--- src/rtl/mem_access_ctrl_if.sv ---
// Request/response and data-memory bus of the memory access controller.
// The slave modport is the controller; the master modport is everything
// around it (requester plus memory read data).
interface mem_access_ctrl_if #(
  parameter int WordSize = 32
);
  logic                Req_Valid;
  logic                Req_Ready;
  logic                Req_Wr;
  logic                Req_Byte;
  logic [WordSize-1:0] Req_Addr;
  logic [WordSize-1:0] Req_Data;

  logic                Rsp_Valid;
  logic [WordSize-1:0] Rsp_Data;
  logic                Rsp_Err;

  logic [WordSize-1:0] Mem_Addr;
  logic                Mem_rd;
  logic                Mem_wr;
  logic [WordSize-1:0] Mem_DIN;
  logic [WordSize-1:0] Mem_DOUT;

  modport slave (
    input  Req_Valid, Req_Wr, Req_Byte, Req_Addr, Req_Data, Mem_DOUT,
    output Req_Ready, Rsp_Valid, Rsp_Data, Rsp_Err,
           Mem_Addr, Mem_rd, Mem_wr, Mem_DIN
  );

  modport master (
    output Req_Valid, Req_Wr, Req_Byte, Req_Addr, Req_Data, Mem_DOUT,
    input  Req_Ready, Rsp_Valid, Rsp_Data, Rsp_Err,
           Mem_Addr, Mem_rd, Mem_wr, Mem_DIN
  );
endinterface

--- src/rtl/mem_access_ctrl.sv ---
// Memory access controller: turns word/byte load/store requests into timed
// read/write strobes on a simple asynchronous-read data memory. Byte stores
// are done as read-modify-write of the containing word.
//
// state  | meaning
// -------+-------------------------------------------------------------
// IDLE   | Req_Ready=1, memory bus quiet, waiting for a request
// RD     | load: Mem_rd held RD_WAIT cycles, Mem_DOUT captured at the end
// RMW_RD | byte store: read containing word, merge lane at the end
// WR     | store: Mem_wr/Mem_DIN held WR_WAIT cycles
// RESP   | one-cycle Rsp_Valid pulse, memory bus quiet
module mem_access_ctrl #(
  parameter int WordSize = 32,
  parameter int RD_WAIT  = 2,
  parameter int WR_WAIT  = 1
) (
  input  logic             CLK,
  input  logic             RST_N,
  mem_access_ctrl_if.slave bus
);

  typedef enum logic [2:0] {
    IDLE,
    RD,
    RMW_RD,
    WR,
    RESP
  } state_t;

  localparam logic [7:0] RdLoad = 8'(RD_WAIT - 1);
  localparam logic [7:0] WrLoad = 8'(WR_WAIT - 1);

  state_t              state;
  logic [7:0]          cnt;
  logic [1:0]          lane;
  logic [7:0]          byte_data;
  logic                byte_q;

  logic                ready_q;
  logic                rsp_valid_q;
  logic [WordSize-1:0] rsp_data_q;
  logic                rsp_err_q;
  logic [WordSize-1:0] mem_addr_q;
  logic                mem_rd_q;
  logic                mem_wr_q;
  logic [WordSize-1:0] mem_din_q;

  logic [7:0]          lane_val;
  logic [WordSize-1:0] merged;

  // Lane extraction for byte loads and lane replacement for byte stores.
  always_comb begin
    lane_val = bus.Mem_DOUT[{lane, 3'b000} +: 8];
    merged   = bus.Mem_DOUT;
    merged[{lane, 3'b000} +: 8] = byte_data;
  end

  // Sequencer FSM; all bus outputs are registered here.
  always_ff @(posedge CLK or negedge RST_N) begin
    if (!RST_N) begin
      state       <= IDLE;
      cnt         <= '0;
      lane        <= '0;
      byte_data   <= '0;
      byte_q      <= 1'b0;
      ready_q     <= 1'b1;
      rsp_valid_q <= 1'b0;
      rsp_data_q  <= '0;
      rsp_err_q   <= 1'b0;
      mem_addr_q  <= '0;
      mem_rd_q    <= 1'b0;
      mem_wr_q    <= 1'b0;
      mem_din_q   <= '0;
    end else begin
      case (state)
        IDLE: begin
          if (bus.Req_Valid && ready_q) begin
            // Latch everything needed later so the requester may change its inputs.
            lane      <= bus.Req_Addr[1:0];
            byte_data <= bus.Req_Data[7:0];
            byte_q    <= bus.Req_Byte;
            ready_q   <= 1'b0;
            if (!bus.Req_Byte && (bus.Req_Addr[1:0] != 2'b00)) begin
              state       <= RESP;
              rsp_valid_q <= 1'b1;
              rsp_err_q   <= 1'b1;
              rsp_data_q  <= '0;
            end else if (!bus.Req_Wr || bus.Req_Byte) begin
              state      <= bus.Req_Wr ? RMW_RD : RD;
              cnt        <= RdLoad;
              mem_rd_q   <= 1'b1;
              mem_addr_q <= {bus.Req_Addr[WordSize-1:2], 2'b00};
            end else begin
              state      <= WR;
              cnt        <= WrLoad;
              mem_wr_q   <= 1'b1;
              mem_addr_q <= {bus.Req_Addr[WordSize-1:2], 2'b00};
              mem_din_q  <= bus.Req_Data;
            end
          end
        end

        RD: begin
          if (cnt == 8'd0) begin
            state       <= RESP;
            mem_rd_q    <= 1'b0;
            mem_addr_q  <= '0;
            rsp_valid_q <= 1'b1;
            rsp_err_q   <= 1'b0;
            rsp_data_q  <= byte_q ? WordSize'(lane_val) : bus.Mem_DOUT;
          end else begin
            cnt <= cnt - 8'd1;
          end
        end

        RMW_RD: begin
          if (cnt == 8'd0) begin
            // Address is kept; the read strobe hands over directly to the write strobe.
            state     <= WR;
            cnt       <= WrLoad;
            mem_rd_q  <= 1'b0;
            mem_wr_q  <= 1'b1;
            mem_din_q <= merged;
          end else begin
            cnt <= cnt - 8'd1;
          end
        end

        WR: begin
          if (cnt == 8'd0) begin
            state       <= RESP;
            mem_wr_q    <= 1'b0;
            mem_addr_q  <= '0;
            mem_din_q   <= '0;
            rsp_valid_q <= 1'b1;
            rsp_err_q   <= 1'b0;
            rsp_data_q  <= '0;
          end else begin
            cnt <= cnt - 8'd1;
          end
        end

        RESP: begin
          state       <= IDLE;
          cnt         <= '0;
          rsp_valid_q <= 1'b0;
          ready_q     <= 1'b1;
        end

        default: begin
          state       <= IDLE;
          cnt         <= '0;
          ready_q     <= 1'b1;
          rsp_valid_q <= 1'b0;
          mem_rd_q    <= 1'b0;
          mem_wr_q    <= 1'b0;
          mem_addr_q  <= '0;
          mem_din_q   <= '0;
        end
      endcase
    end
  end

  assign bus.Req_Ready = ready_q;
  assign bus.Rsp_Valid = rsp_valid_q;
  assign bus.Rsp_Data  = rsp_data_q;
  assign bus.Rsp_Err   = rsp_err_q;
  assign bus.Mem_Addr  = mem_addr_q;
  assign bus.Mem_rd    = mem_rd_q;
  assign bus.Mem_wr    = mem_wr_q;
  assign bus.Mem_DIN   = mem_din_q;

endmodule

--- src/flat_wrapper.sv ---
// flat-port wrapper written by rule: the top's interface ports become plain ports
module mem_access_ctrl_flat 
#(
  parameter int WordSize = 32,
  parameter int RD_WAIT  = 2,
  parameter int WR_WAIT  = 1
)
  (CLK, RST_N, bus_Req_Valid, bus_Req_Wr, bus_Req_Byte, bus_Req_Addr, bus_Req_Data, bus_Mem_DOUT, bus_Req_Ready, bus_Rsp_Valid, bus_Rsp_Data, bus_Rsp_Err, bus_Mem_Addr, bus_Mem_rd, bus_Mem_wr, bus_Mem_DIN);
  mem_access_ctrl_if #(.WordSize(WordSize)) bus_i ();
  input  logic CLK;
  input  logic RST_N;
  input wire logic [$bits(bus_i.Req_Valid)-1:0] bus_Req_Valid;
  input wire logic [$bits(bus_i.Req_Wr)-1:0] bus_Req_Wr;
  input wire logic [$bits(bus_i.Req_Byte)-1:0] bus_Req_Byte;
  input wire logic [$bits(bus_i.Req_Addr)-1:0] bus_Req_Addr;
  input wire logic [$bits(bus_i.Req_Data)-1:0] bus_Req_Data;
  input wire logic [$bits(bus_i.Mem_DOUT)-1:0] bus_Mem_DOUT;
  output wire logic [$bits(bus_i.Req_Ready)-1:0] bus_Req_Ready;
  output wire logic [$bits(bus_i.Rsp_Valid)-1:0] bus_Rsp_Valid;
  output wire logic [$bits(bus_i.Rsp_Data)-1:0] bus_Rsp_Data;
  output wire logic [$bits(bus_i.Rsp_Err)-1:0] bus_Rsp_Err;
  output wire logic [$bits(bus_i.Mem_Addr)-1:0] bus_Mem_Addr;
  output wire logic [$bits(bus_i.Mem_rd)-1:0] bus_Mem_rd;
  output wire logic [$bits(bus_i.Mem_wr)-1:0] bus_Mem_wr;
  output wire logic [$bits(bus_i.Mem_DIN)-1:0] bus_Mem_DIN;
  assign bus_i.Req_Valid = bus_Req_Valid;
  assign bus_i.Req_Wr = bus_Req_Wr;
  assign bus_i.Req_Byte = bus_Req_Byte;
  assign bus_i.Req_Addr = bus_Req_Addr;
  assign bus_i.Req_Data = bus_Req_Data;
  assign bus_i.Mem_DOUT = bus_Mem_DOUT;
  assign bus_Req_Ready = bus_i.Req_Ready;
  assign bus_Rsp_Valid = bus_i.Rsp_Valid;
  assign bus_Rsp_Data = bus_i.Rsp_Data;
  assign bus_Rsp_Err = bus_i.Rsp_Err;
  assign bus_Mem_Addr = bus_i.Mem_Addr;
  assign bus_Mem_rd = bus_i.Mem_rd;
  assign bus_Mem_wr = bus_i.Mem_wr;
  assign bus_Mem_DIN = bus_i.Mem_DIN;
  mem_access_ctrl #(.WordSize(WordSize), .RD_WAIT(RD_WAIT), .WR_WAIT(WR_WAIT)) u_core (.CLK(CLK), .RST_N(RST_N), .bus(bus_i));
endmodule
--- config.mk ---
export PLATFORM = sky130hd
export DESIGN_NAME = mem_access_ctrl_flat
export DESIGN_NICKNAME = d
export VERILOG_FILES = /design/src/rtl/mem_access_ctrl_if.sv /design/src/rtl/mem_access_ctrl.sv /design/src/flat_wrapper.sv
export SDC_FILE = /design/constraint.sdc
export NUM_CORES = 1
export LEC_CHECK = 0
export BUFFER_PORTS_ARGS = -buffer_cell sky130_fd_sc_hd__buf_2
export CAP_MARGIN = 20
export CORE_AREA = 2 2 170 122
export CTS_BUF_LIST = sky130_fd_sc_hd__clkbuf_8
export CTS_CLUSTER_SIZE = 40
export DETAILED_ROUTE_END_ITERATION = 7
export DIE_AREA = 0 0 172 124
export PLACE_DENSITY = 0.59
export SYNTH_ARGS = -nofsm -noshare
export SYNTH_HDL_FRONTEND = slang
export SYNTH_SLANG_ARGS = --single-unit
export TNS_END_PERCENT = 5
--- constraint.sdc ---
create_clock -name CLK -period 3.2 [get_ports CLK]
set_input_delay 0.48 -clock CLK [delete_from_list [all_inputs] [get_ports CLK]]
set_output_delay 0.48 -clock CLK [all_outputs]
set_load 0.02 [all_outputs]
==> out/summary.txt, run 1 <==
Final Cell Area: 7460 um2
Clk_skew: 0.0150 ns
DRC Markers: 0
Vias per inst: 4.91
Synth cell types: 50
Post-route minimum period: 2.58 ns
Skew-Pair Late Insertion Delay: 0.44 ns
Antenna-violating nets left: 0
Cells after Synth: 570
Min-delay src: bus_Req_Addr[16]
Wire per inst: 18.4 um
Synth Warn #: 0
Dpl cell area: 7070 um2
Most frequent cells in the layout: 198 x buf_2, 120 x dfrtp_1, 71 x o21ai_0
Nature of the critical path endpoint: register
Mean Syn Cell Area: 10.2 um2
Num Clock Sinks: 121
Seq/Total Area, Yosys: 52.3%
Global Route Usage Sum: 18.3%
Largest net degree at the start of global routing: 65
Fin cells: 1040
Max-slew headroom: 38.1%
Layout area overhead: 28.6%
Diode count: 0
Die Y: 124 um
Post_cts resized: 0
Reg2Reg Setup Slack: 0.62 ns
Critical Path Fanout Max: 14
Primary FF master, synth: dfrtp_1
Final setup vio count: 0
CTS Root Cell: clkbuf_8
Worst ir drop on vdd: 0.340 mV
Chip Width: 172 um
Final period util: 80.7%
Multi-input gate area: 2430 um2
Detailed Route WL: 19.1 mm
Commonest non-fill, non-tap cell in the layout: buf_2
Fmax: 0.387 GHz
Hold endpoint: u_core.bus.Mem_Addr[16]
Worst R2R Start: u_core.state[0]
Final core occ: 38.1%
FF/Latch Area: 3030 um2
Max-Cap Viols: 0
Global route total overflow: 0
Reg clk slew, reported paths: 0.08 ns
Initial antenna violation count: 1
Slowest stage delay, CP: 0.59 ns
Hold Fails Final Rpt: 0
Longest Clk Path Bufs: 2
Worst endpoint required time: 3.58 ns
Final total power: 8.01 mW
Number of global-route vias before repair: 4956
DR vias: 5109
Worst-path cell chain: or4b_4, nor4_4, and2b_1, buf_4, a22o_1
PD cells: 1070 nW/um2
EDFF count, synth: 0
First-pass GRT wire length: 29.0 mm
LEAKAGE: 3.74 nW
Critical path's slowest cell: dfrtp_1
Initial drt markers: 499
Reg2Reg Capture Point: u_core.bus.Rsp_Data[31]
Worst hold path cell count: 2
CTS tree: done
Crit path arrival time: 2.96 ns
Seq cells post-synth: 121
Top-Level Pins: 202
Total Nets Final: 866
Final hold slack: 0.249 ns
Post-Place Cells: 1009
Num CTS Buffers: 17
H-tree depth: 4
1st-pass router iterations: 5
RSZ-0062 raised after global routing: false
Num rows: 43
Outcome: completed
Setup TNS after final layout: 0 ns
I/O Buffers: 199
Worst setup SP type: register
Worst Slack Setup Final: 0.619 ns
Core footprint: 19600 um2
Setup CP Type: reg2reg
Mapped Area: 5800 um2
Total die area: 21300 um2
Final Slew Violations: 0
Starting Density: 29.6%
Placer Congestion: 0.860
Worst Hold Class: in2reg
Detailed placement HPWL: 14.2 mm
Post-synthesis async set-or-reset flop share: 100%
Place WS: 0.682 ns
Share of post-route cells with drive strength above 1: 35.5%
Fillers: 2070
Worst slew pin tran: 0.922 ns
FF-to-FF path depth: 5
final cells by class:
cell class	instances	share of cell area, %
Multi-Input combinational cell	366	32.6
Sequential cell	121	40.6
Inverter	39	1.96
Clock inverter	12	1.73
Clock buffer	18	3.32
Timing Repair Buffer	214	15.3
Tap cell	270	4.53
cells by family (layout without fill, tap and decap cells):
family	count (synthesis)	count (layout)	share of synthesized area, %
buffers and inverters	84	283	6.15
AOI/OAI and AO/OA	240	240	28.1
other	1	2	0.0647
muxes	11	11	2.12
and+or+nand+nor	101	101	9.13
adders and majority gates	6	6	1.30
DFF	121	121	52.3
xor gates and xnor gates	6	6	0.907
layer usage:
metal	GRT usage (%)	share of wire, %
met5	0	0.068
met3	5.56	9.5
met2	23.7	38
met4	4.67	0.92
met1	28.8	51
worst max-delay path by stage:
| stage | slack [ns] | to | cells after the start | startpoint |
|---|---|---|---|---|
| after detailed placement | 0.68 | u_core.bus.Mem_DIN[30] | 7 | u_core.cnt[0] |
| after global routing | 0.43 | u_core.bus.Mem_DIN[30] | 7 | u_core.cnt[0] |
| final | 0.62 | u_core.bus.Rsp_Data[31] | 5 | u_core.state[0] |
| after global placement | 0.73 | u_core.bus.Rsp_Data[26] | 5 | u_core.state[0] |
| after CTS | 0.63 | u_core.bus.Rsp_Data[31] | 5 | u_core.state[0] |
| after floorplan | 0.93 | u_core.bus.Mem_DIN[17] | 7 | u_core.lane[1] |
state kept, by name, indices dropped and copies added, names as in the netlist:
| register | count |
|---|---|
| u_core.byte_data | 8 |
| u_core.cnt | 8 |
| u_core.bus.Mem_wr | 1 |
| u_core.state | 3 |
| u_core.bus.Rsp_Err | 1 |
| u_core.bus.Req_Ready | 1 |
| u_core.bus.Rsp_Valid | 1 |
| u_core.byte_q | 1 |
| u_core.bus.Mem_rd | 1 |
| u_core.bus.Rsp_Data | 32 |
| u_core.bus.Mem_Addr | 30 |
| u_core.lane | 2 |
| u_core.bus.Mem_DIN | 32 |
repair_timing:
item | in CTS | in global routing
endpoints found under the hold margin | 29 | 0
buffers inserted | 0 | 0
hold buffers | 1 | 0
cell usage after synthesis (7+ instances only):
cell      instances  area (um2)
o21ai_0          71         355
clkbuf_1         30         113
nand2_1          48         180
nor2_1           15        56.3
o31ai_1          26         195
mux2_2           10         113
a21oi_1          45         225
a22o_1           63         552
dfrtp_1         120        3000
inv_1            39         146
o22ai_1           9        56.3
a211oi_1          7        52.6
report_power, final:
part	internal [mW]	switching [mW]
registers	2.14	0.453
logic	1.50	2.56
clock network	0.700	0.658
total	4.34	3.67
critical path, delay by kind of cell (launching register included):
family | cells | cell delay, ns
AOI/OAI and AO/OA | 1 | 0.15
and+or+nand+nor | 3 | 1.49
buffers and inverters | 1 | 0.28
DFF | 1 | 0.59
Note: power is estimated with default switching activity, not from simulation.
==> run 2, diff against run 1 <==
--- a/config.mk
+++ b/config.mk
@@ -12,7 +12,7 @@
 export CTS_CLUSTER_SIZE = 40
 export DETAILED_ROUTE_END_ITERATION = 7
 export DIE_AREA = 0 0 172 124
-export PLACE_DENSITY = 0.59
+export PLACE_DENSITY = 0.61
 export SYNTH_ARGS = -nofsm -noshare
 export SYNTH_HDL_FRONTEND = slang
 export SYNTH_SLANG_ARGS = --single-unit
==> constraint.sdc (replaced) <==
create_clock -name CLK -period 2.21 [get_ports CLK]
set_input_delay 0.3315 -clock CLK [delete_from_list [all_inputs] [get_ports CLK]]
set_output_delay 0.3315 -clock CLK [all_outputs]
set_load 0.02 [all_outputs]
==> out/summary.txt, run 2 (synthesis results as in run 1) <==
Outcome: completed
Setup CP Type: reg2reg
Final total power: 12.1 mW (+51%)
Critical Path Fanout Max: 66 (+52)
Worst Hold Class: in2reg
DR vias: 5223 (+2.2%)
Initial drt markers: 433 (-13%)
Combinational power share: 51.7% (+1.1 points)
Max-slew headroom: 63.6% (+26 points)
Initial antenna violation count: 1 (unchanged)
I/O Buffers: 199 (unchanged)
DRC Markers: 0 (unchanged)
Final setup vio count: 0 (unchanged)
Detailed Route WL: 19.1 mm (-0.15%)
Num CTS Buffers: 17 (unchanged)
Fmax: 0.481 GHz (+24%)
Core footprint: 19600 um2 (unchanged)
Worst setup SP type: register
Detailed placement HPWL: 14.2 mm (-0.33%)
FF-to-FF path depth: 7 (+2)
Longest Clk Path Bufs: 2 (unchanged)
Vias per inst: 4.95 (+0.78%)
Diode count: 0 (unchanged)
Layout area overhead: 32.5%
Total die area: 21300 um2 (unchanged)
Sw Pwr: 5.44 mW (+48%)
Fillers: 2031 (-1.9%)
Global Route Usage Sum: 17.8% (-0.53 points)
1st-pass router iterations: 5 (unchanged)
P_int: 6.63 mW (+53%)
Worst ir drop on vdd: 0.653 mV (+92%)
Clk_skew: 0.0185 ns (+0.00350 ns)
Total Nets Final: 879 (+1.5%)
Final core occ: 39.2% (+1.1 points)
Fin cells: 1055 (+1.4%)
Post-Place Cells: 1022 (+1.3%)
Wire per inst: 18.1 um (-1.6%)
Nature of the critical path endpoint: register
Clock network fraction of design power: 17.7% (+0.7 points)
Share of post-route cells with drive strength above 1: 37.3% (+1.9 points)
Sequential share of power: 30.6% (-1.8 points)
Final period util: 94.1% (+13 points)
Worst hold path cell count: 2 (unchanged)
Top-Level Pins: 202 (unchanged)
Switching share of power: 45.1% (-0.74 points)
Multi-input gate area: 2460 um2 (+1.3%)
Max-Cap Viols: 0 (unchanged)
CTS tree: done
Final hold slack: 0.0994 ns (-0.150 ns)
Placer Congestion: 0.882 (+2.5%)
Skew-Pair Late Insertion Delay: 0.45 ns (about the same)
Reg clk slew, reported paths: 0.08 ns (about the same)
H-tree depth: 4 (unchanged)
Largest net degree at the start of global routing: 67 (+3.1%)
PD cells: 1570 nW/um2 (+46%)
CTS Root Cell: clkbuf_8
Setup TNS after final layout: 0 ns (unchanged)
FF/Latch Area: 3030 um2 (unchanged)
Worst endpoint required time: 2.55 ns (-1.03 ns)
Num Clock Sinks: 121 (unchanged)
Crit path arrival time: 2.42 ns (-0.54 ns)
Post-route minimum period: 2.08 ns (-0.501 ns)
Hold Fails Final Rpt: 0 (unchanged)
Number of global-route vias before repair: 4906 (-1.0%)
Antenna-violating nets left: 0 (unchanged)
Starting Density: 29.6% (unchanged)
Most frequent cells in the layout: 198 x buf_2, 120 x dfrtp_1, 71 x o21ai_0
Global route total overflow: 0 (unchanged)
Worst slew pin tran: 0.544 ns (-0.378 ns)
Chip Width: 172 um (unchanged)
Commonest non-fill, non-tap cell in the layout: buf_2
Die Y: 124 um (unchanged)
LEAKAGE: 3.86 nW (+3.3%)
Final Slew Violations: 0 (unchanged)
First-pass GRT wire length: 28.3 mm (-2.2%)
Num rows: 43 (unchanged)
RSZ-0062 raised after global routing: false
-- run 2: changes by cell type in the layout (fill, tap and decap cells not counted), moves of 2 or more --
cell | before | now
buf_12 | 2 | 6
buf_4 | 13 | 22
clkinv_2 | 4 | 1
clkinvlp_4 | 3 | 1
inv_6 | 0 | 2
o31ai_1 | 26 | 21
o31ai_2 | 6 | 11
-- run 2: per-layer routing --
metal / vias up / track usage (%) / part of all wire, %
met4: 2 / 3.73 / 0.66
met2: 223 / 23.2 / 38
li1: 2471 / - / -
met1: 2512 / 28.0 / 53
met5: - / 0 / 0.068
met3: 15 / 5.50 / 8.5
-- run 2: final timing paths --
path                                         from                       to  slack, ns
setup reg to reg                    u_core.cnt[1]   u_core.bus.Mem_DIN[24]       0.13
setup / recovery                    u_core.cnt[1]   u_core.bus.Mem_DIN[24]       0.13
hold reg to reg            u_core.bus.Mem_DIN[26]   u_core.bus.Mem_DIN[26]       0.48
max in group asynchronous                   RST_N     u_core.bus.Rsp_Valid       1.17
hold / removal                   bus_Req_Addr[29]  u_core.bus.Mem_Addr[29]        0.1
min in group asynchronous                   RST_N  u_core.bus.Rsp_Data[12]       0.40
-- run 2: layout make-up --
type | instances | share of cell area [%]
flip-flops and latches | 121 | 39.4
multi-input cells | 366 | 32.0
repair buffers | 227 | 16.7
well taps | 270 | 4.40
clock buffers | 18 | 3.23
clock inverters | 14 | 2.26
inverters | 39 | 1.91
-- run 2: power by group through the flow --
| stage | logic, mW | registers, mW | clock network [mW] |
|---|---|---|---|
| finish | 6.24 | 3.69 | 2.14 |
| global route | 6.82 | 3.80 | 2.31 |
| CTS | 6.20 | 3.68 | 2.21 |
| detailed placement | 6.18 | 3.71 | 0 |
| global placement | 6.10 | 3.70 | 0 |
| floorplan | 3.35 | 4.44 | 0 |
-- run 2: worst max-delay path, stage by stage (launching register included) --
cell and delay, ns:
dfrtp_1 0.40, inv_1 0.08, ha_1 0.16, nor4b_4 0.25, a21boi_1 0.15, a221o_2 0.43
buf_12 0.20, o31ai_1 0.27
-- run 2: stage by stage --
step	worst slack [ns]	cell area, um2
finish	0.130	7680
global route	0.0256	7680
CTS	0.110	7650
detailed placement	0.0913	7220
global placement	0.200	7220
floorplan	0.140	5810
-- run 2: timing repair --
action                                  4_1_cts  5_1_grt
endpoints found under the setup margin        0       12
setup buffers                                 0        0
resized for setup                             0        6
hold buffers                                  1        0
hold endpoints to repair                     31        0
